File: src/rtl/rob_pkg.sv
// Shared types and width constants for the reorder buffer slice.
// The entry struct widths follow the package defaults; rob_top parameters default to the same values.
package rob_pkg;

    localparam int ARCHFILE_SIZE_DEF = 32;
    localparam int PHYSFILE_SIZE_DEF = 256;
    localparam int ROB_SIZE_DEF      = 128;

    localparam int AW_DEF    = $clog2(ARCHFILE_SIZE_DEF);
    localparam int PW_DEF    = $clog2(PHYSFILE_SIZE_DEF);
    localparam int RW_DEF    = $clog2(ROB_SIZE_DEF);
    localparam int PTR_W_DEF = RW_DEF + 1;

    typedef struct packed {
        logic              valid;
        logic              done;
        logic [AW_DEF-1:0] arch;
        logic [PW_DEF-1:0] phys;
        logic [PW_DEF-1:0] oldphys;
    } rob_entry_t;

endpackage

File: src/rtl/rob_entry_array.sv
// ROB entry storage: one allocate write port, one done-set port, one retire-clear port,
// a combinational head read port and a whole-array flush of the valid/done flags.
module rob_entry_array
    import rob_pkg::*;
#(
    parameter int ROB_SIZE = ROB_SIZE_DEF,
    parameter int RW       = $clog2(ROB_SIZE)
) (
    input  logic              clk,
    input  logic              rst,
    input  logic              i_flush,
    input  logic              i_wr_en,
    input  logic [RW-1:0]     i_wr_idx,
    input  logic [AW_DEF-1:0] i_wr_arch,
    input  logic [PW_DEF-1:0] i_wr_phys,
    input  logic [PW_DEF-1:0] i_wr_oldphys,
    input  logic              i_set_done,
    input  logic [RW-1:0]     i_done_idx,
    input  logic              i_clr_en,
    input  logic [RW-1:0]     i_clr_idx,
    input  logic [RW-1:0]     i_rd_idx,
    output rob_entry_t        o_rd_data
);

    logic [ROB_SIZE-1:0] r_valid;
    logic [ROB_SIZE-1:0] r_done;
    logic [AW_DEF-1:0]   r_arch    [ROB_SIZE];
    logic [PW_DEF-1:0]   r_phys    [ROB_SIZE];
    logic [PW_DEF-1:0]   r_oldphys [ROB_SIZE];

    // Valid/done flags; allocation is written last so a fresh entry always starts not-done.
    always_ff @(posedge clk) begin
        if (!rst || i_flush) begin
            r_valid <= '0;
            r_done  <= '0;
        end else begin
            if (i_set_done && r_valid[i_done_idx]) begin
                r_done[i_done_idx] <= 1'b1;
            end
            if (i_clr_en) begin
                r_valid[i_clr_idx] <= 1'b0;
                r_done[i_clr_idx]  <= 1'b0;
            end
            if (i_wr_en) begin
                r_valid[i_wr_idx] <= 1'b1;
                r_done[i_wr_idx]  <= 1'b0;
            end
        end
    end

    // Payload fields carry no reset; they are only observed while the valid flag is set.
    always_ff @(posedge clk) begin
        if (i_wr_en) begin
            r_arch[i_wr_idx]    <= i_wr_arch;
            r_phys[i_wr_idx]    <= i_wr_phys;
            r_oldphys[i_wr_idx] <= i_wr_oldphys;
        end
    end

    // Head read port.
    always_comb begin
        o_rd_data         = '0;
        o_rd_data.valid   = r_valid[i_rd_idx];
        o_rd_data.done    = r_done[i_rd_idx];
        o_rd_data.arch    = r_arch[i_rd_idx];
        o_rd_data.phys    = r_phys[i_rd_idx];
        o_rd_data.oldphys = r_oldphys[i_rd_idx];
    end

endmodule

File: src/rtl/rob_top.sv
// Reorder buffer: in-order allocate, out-of-order finish, in-order single retire per cycle,
// and a full flush on exception. Pointers carry an extra wrap bit to tell full from empty.
module rob_top
    import rob_pkg::*;
#(
    parameter int ARCHFILE_SIZE = ARCHFILE_SIZE_DEF,
    parameter int PHYSFILE_SIZE = PHYSFILE_SIZE_DEF,
    parameter int ROB_SIZE      = ROB_SIZE_DEF,
    localparam int AW           = $clog2(ARCHFILE_SIZE),
    localparam int PW           = $clog2(PHYSFILE_SIZE),
    localparam int RW           = $clog2(ROB_SIZE)
) (
    input  logic          clk,
    input  logic          rst,
    input  logic          uop_update,
    input  logic [AW-1:0] uop_dest_arch_in,
    input  logic [PW-1:0] uop_dest_phys_in,
    input  logic [PW-1:0] uop_dest_oldphys_in,
    input  logic          except,
    input  logic          uop_finish,
    input  logic [RW-1:0] uop_finish_rob_entry,
    output logic          retire_uop,
    output logic [AW-1:0] uop_dest_arch_out,
    output logic [PW-1:0] uop_dest_phys_out,
    output logic [PW-1:0] uop_dest_oldphys_out,
    output logic [RW-1:0] next_rob_entry,
    output logic          rob_full
);

    localparam logic [RW:0] PTR_ONE = (RW+1)'(1);

    logic [RW:0] r_head;
    logic [RW:0] r_tail;
    rob_entry_t  w_head_entry;
    logic        w_full;
    logic        w_empty;
    logic        w_alloc;
    logic        w_finish;
    logic        w_retire;

    assign w_full  = (r_head[RW-1:0] == r_tail[RW-1:0]) && (r_head[RW] != r_tail[RW]);
    assign w_empty = (r_head == r_tail);

    // Exception dominates: it suppresses every other state change in its cycle.
    always_comb begin
        w_alloc  = 1'b0;
        w_finish = 1'b0;
        w_retire = 1'b0;
        if (except) begin
            w_alloc  = 1'b0;
            w_finish = 1'b0;
            w_retire = 1'b0;
        end else begin
            w_alloc  = uop_update && !w_full;
            w_finish = uop_finish;
            w_retire = !w_empty && w_head_entry.valid && w_head_entry.done;
        end
    end

    // Head/tail pointers; natural overflow of the RW+1 bit pointer toggles the wrap bit.
    always_ff @(posedge clk) begin
        if (!rst || except) begin
            r_head <= '0;
            r_tail <= '0;
        end else begin
            if (w_alloc) begin
                r_tail <= r_tail + PTR_ONE;
            end
            if (w_retire) begin
                r_head <= r_head + PTR_ONE;
            end
        end
    end

    rob_entry_array #(
        .ROB_SIZE (ROB_SIZE),
        .RW       (RW)
    ) u_entries (
        .clk          (clk),
        .rst          (rst),
        .i_flush      (except),
        .i_wr_en      (w_alloc),
        .i_wr_idx     (r_tail[RW-1:0]),
        .i_wr_arch    (uop_dest_arch_in),
        .i_wr_phys    (uop_dest_phys_in),
        .i_wr_oldphys (uop_dest_oldphys_in),
        .i_set_done   (w_finish),
        .i_done_idx   (uop_finish_rob_entry),
        .i_clr_en     (w_retire),
        .i_clr_idx    (r_head[RW-1:0]),
        .i_rd_idx     (r_head[RW-1:0]),
        .o_rd_data    (w_head_entry)
    );

    // Retire port shows the head payload only while it retires.
    always_comb begin
        retire_uop           = w_retire;
        uop_dest_arch_out    = '0;
        uop_dest_phys_out    = '0;
        uop_dest_oldphys_out = '0;
        if (w_retire) begin
            uop_dest_arch_out    = w_head_entry.arch;
            uop_dest_phys_out    = w_head_entry.phys;
            uop_dest_oldphys_out = w_head_entry.oldphys;
        end else begin
            uop_dest_arch_out    = '0;
            uop_dest_phys_out    = '0;
            uop_dest_oldphys_out = '0;
        end
    end

    assign next_rob_entry = r_tail[RW-1:0];
    assign rob_full       = w_full;

endmodule

File: config.mk
export PLATFORM = sky130hd
export DESIGN_NAME = rob_top
export DESIGN_NICKNAME = d
export VERILOG_FILES = /design/src/rtl/rob_pkg.sv /design/src/rtl/rob_entry_array.sv /design/src/rtl/rob_top.sv
export SDC_FILE = /design/constraint.sdc
export NUM_CORES = 2
export LEC_CHECK = 0
export BUFFER_PORTS_ARGS = -buffer_cell sky130_fd_sc_hd__buf_4
export CELL_PAD_IN_SITES_DETAIL_PLACEMENT = 0
export CELL_PAD_IN_SITES_GLOBAL_PLACEMENT = 2
export CORE_MARGIN = 4
export CORE_UTILIZATION = 51
export DETAILED_ROUTE_END_ITERATION = 16
export PLACE_DENSITY = 0.84
export REMOVE_ABC_BUFFERS = 1
export SLEW_MARGIN = 20
export SYNTH_ARGS = -nofsm -noshare
export SYNTH_HDL_FRONTEND = slang
export SYNTH_SLANG_ARGS = --single-unit
File: constraint.sdc
create_clock -name clk -period 4.4 [get_ports clk]
set_input_delay 0 -clock clk [delete_from_list [all_inputs] [get_ports clk]]
set_output_delay 0 -clock clk [all_outputs]
set_load 0.02 [all_outputs]
==> flow_metrics.py <==
metrics = {
    "outcome": {
        "status": "finished with violations",
        "violations": "setup timing",
    },
    "logic_synthesis": {
        "synth_cell_types": 70,
        "yosysSeqAreaShare_pct": 73.6,
        "ys.flop_type": "edfxtp_1",
        "synth_edf_count": 2688,
        "synth_top_cell_area_share_pct": 68.8,
        "synth_area_per_cell_um2": 20.6,
        "async_flop_share_pct": 0,
        "netlist_top_cells_area": "edfxtp_1 (69%), mux4_2 (18%), dfxtp_1 (4.8%), clkbuf_1 (0.73%), nand2_1 (0.73%)",
        "synthCells": 5685,
        "yosys_warnings": 0,
        "netlist_top_cells_count": "edfxtp_1 (2688), mux4_2 (926), dfxtp_1 (279)",
        "synth_most_common_cell": "edfxtp_1",
        "ys_ff_latch": 2967,
        "yosys.area.top_type": "edfxtp_1",
        "synth_area_um2": 117000,
    },
    "route": {
        "routedWlPerCell_um": 38.0,
        "dr.pass1.iters": 6,
        "drtIter0Drc": 10104,
        "routed_wirelength_um": 354000,
        "route.detailed.drc": 0,
        "via_per_inst": 6.86,
        "vias": 63921,
        "ant_nets": 0,
    },
    "finish": {
        "stdcell_area_um2": 135000,
        "areaGrowthSynthToFinish_pct": 15.3,
        "multiInputGateArea_um2": 29600,
        "layout.nets": 6112,
        "fin_util_pct": 59.3,
        "fill_cells": 15877,
        "register_area_um2": 86300,
        "layout-drive-gt1-share_pct": 30.4,
    },
    "sta": {
        "tightestPinTransition_ps": 1230,
        "drv_slew": 0,
        "setup_violations": 1,
        "hold_viol": 0,
        "skew_ps": 79.4,
        "clock.fmax_ghz": 0.227,
        "relSlewSlack_pct": 17.8,
        "hold-worst-slack_ps": 62.0,
        "rsz0062_at_grt": "yes",
        "post-route-min-period_ps": 4410,
        "setup_tns_ps": -9.78,
        "min_period_over_period_pct": 100,
        "fin_ws_ps": -9.78,
    },
    "setup_path": {
        "rrSetupSlack_ps": 330,
        "ff2ff_path_depth": 9,
        "cpMostUsedCell": "mux4_2",
        "max_stage_delay_ps": 680,
        "crit_arrival_ps": 4410,
        "worst-setup-path-type": "reg2out",
        "rr_endpoint": "u_entries.r_done[46]",
        "cp_max_fo": 17,
        "timing.rr.start": "u_entries.r_valid[30]",
        "crit_slowest_cell": "mux4_2",
        "cp-end-kind": "output pin",
        "cp_top_family": "multiplexers",
        "crit_chain": "buf_12, bufbuf_16, mux4_2, mux4_2, mux4_2, mux2i_4, nor2_1, buf_4",
        "required_ps": 4400,
        "cp-start-kind": "register",
        "path_buf_inv": 3,
    },
    "grt": {
        "grt-busiest-layer": "met2",
        "grt_overflow": 0,
        "grtUsageMet2_pct": 45.0,
        "grt_max_degree": 92,
        "antenna_found_initial": 25,
        "grt_pass1_wl_um": 493000,
        "grtUsageTotal_pct": 29.7,
        "gr-usage-met1_pct": 42.9,
        "use_met3_pct": 6.90,
        "grt_pass1_vias": 62704,
    },
    "worst_hold_path": {
        "holdCritStartpoint": "uop_update",
        "worstHoldPathType": "in2reg",
        "holdPathEnd": "r_tail[1]",
        "hold_depth": 4,
    },
    "floorplan": {
        "row_count": 175,
        "die_w_um": 488,
        "start_util_pct": 51.4,
        "die_area_um2": 238000,
        "core_um2": 228000,
        "io-pin-count": 63,
        "die_y_um": 488,
    },
    "pwr": {
        "power.total_w": 0.0567,
        "p_leak_nw": 41.3,
        "power_density_nw_per_um2": 419,
        "ir_drop_mv": 0.282,
    },
    "clocking": {
        "cts_root_buffer": "clkbuf_16",
        "clock-sinks": 2967,
        "h-tree-depth": 5,
        "clk_pin_slew_worst_paths_ps": 60,
        "cts_tree": "done",
        "cts_buffer_depth": 4,
        "clock_latency_ps": 970,
        "numCtsBuffers": 308,
    },
    "placed_design": {
        "gp_congestion": 0.927,
        "portBuffers": 62,
        "place.detailed.hpwl_um": 203000,
        "dpl_cell_area_um2": 124000,
    },
    "run": {
        "max_cap_violations": 0,
    },
}
-- layer usage --
layer / part of all wire, % / up-vias
met3: 11 / 692
met4: 4.1 / 8
met2: 47 / 4605
met1: 38 / 33882
met5: 0.014 / -
li1: - / 24734
-- layout by cell type (no fill, tap or decap), drive strengths merged, types with 13 or more instances in the layout --
cell	netlist	routed
mux4	926	926
a2111oi	36	36
a31oi	81	81
nor2	174	174
edfxtp	2688	2688
mux2	18	18
nand2b	24	24
dlygate4sd3	0	34
a21oi	114	114
buf	147	410
mux2i	68	68
o31ai	36	36
dfxtp	279	279
a22o	20	20
inv	91	95
nor3	32	32
nor4	21	21
a32oi	52	52
nor3b	27	27
nand3	28	28
a221oi	30	30
clkbuf	229	384
nor2b	21	21
o311ai	22	22
and3b	13	13
a211oi	56	56
clkinv	1	115
o21ai	77	77
bufinv	0	25
xor2	13	13
and2	18	18
nand2	228	228
-- layout make-up --
type / count / share of cell area, %
multi-input combinational: 2250 / 21.9
clock inverter: 154 / 1.03
timing repair buffer: 458 / 4.16
clock buffer: 376 / 6.02
sequential: 2967 / 63.8
antenna: 9 / 0.0166
tap: 3009 / 2.78
inverter: 92 / 0.263
-- through the flow --
| step | setup WS [ps] | std cells |
|---|---|---|
| after floorplan | -25450 | 5309 |
| final | -9.78 | 9315 |
| after detailed placement | 389 | 8710 |
| after global routing | -23.0 | 9308 |
| after CTS | -86.9 | 9293 |
| after global placement | 356 | 8710 |
-- state kept, by name, summed over array words and instances (netlist names), named ones only --
signal               flops
r_head                   8
r_tail                   8
u_entries.r_arch       640
u_entries.r_done       128
u_entries.r_oldphys   1024
u_entries.r_phys      1024
u_entries.r_valid      128
-- logic make-up after synthesis --
kind of cell | after synthesis | share of synthesized area (%)
buffers and inverters | 468 | 1.71
and+or+nand+nor | 641 | 2.63
adders and majority gates | 2 | 0.0213
muxes | 1012 | 18.5
DFF | 2967 | 73.6
AOI/OAI and AO/OA | 579 | 3.41
xor gates and xnor gates | 16 | 0.119
-- worst reg2reg max path, cell delays in order (launching register included) --
cell and delay (ps):
dfxtp_1 440, mux4_2 320, nor2_1 50, o311ai_0 540
o2111ai_1 280, o21ai_4 840, buf_12 390, nand4_1 210
dlygate4sd3_1 630, a221oi_1 290
-- repair_timing --
action,CTS,global route
pin swaps,1,1
hold buffers,34,0
gates resized for setup,51,37
hold endpoints to repair,1590,0
setup endpoints to repair,22,22
buffers inserted,11,6
gates cloned,8,8
-- where the power goes --
part	switching, W	leakage, nW	internal (W)
clock	0.0106	4.68	0.0146
combinational	0.000738	10.2	0.000142
sequential	0.00000453	26.4	0.0307
-- worst max-delay path by stage --
stage	start	to	slack (ps)	cells past startpoint
2_1_floorplan	register	uop_dest_oldphys_out[7]	-25450	7
3_3_place_gp	r_head[2]	u_entries.r_valid[100]	360	10
3_5_place_dp	r_head[2]	u_entries.r_valid[100]	390	10
4_1_cts	register	uop_dest_arch_out[0]	-90	8
5_1_grt	r_head[0]	retire_uop	-20	11
6_report	register	uop_dest_arch_out[0]	-10	8
No activity file was read; power rests on OpenSTA's default activity.
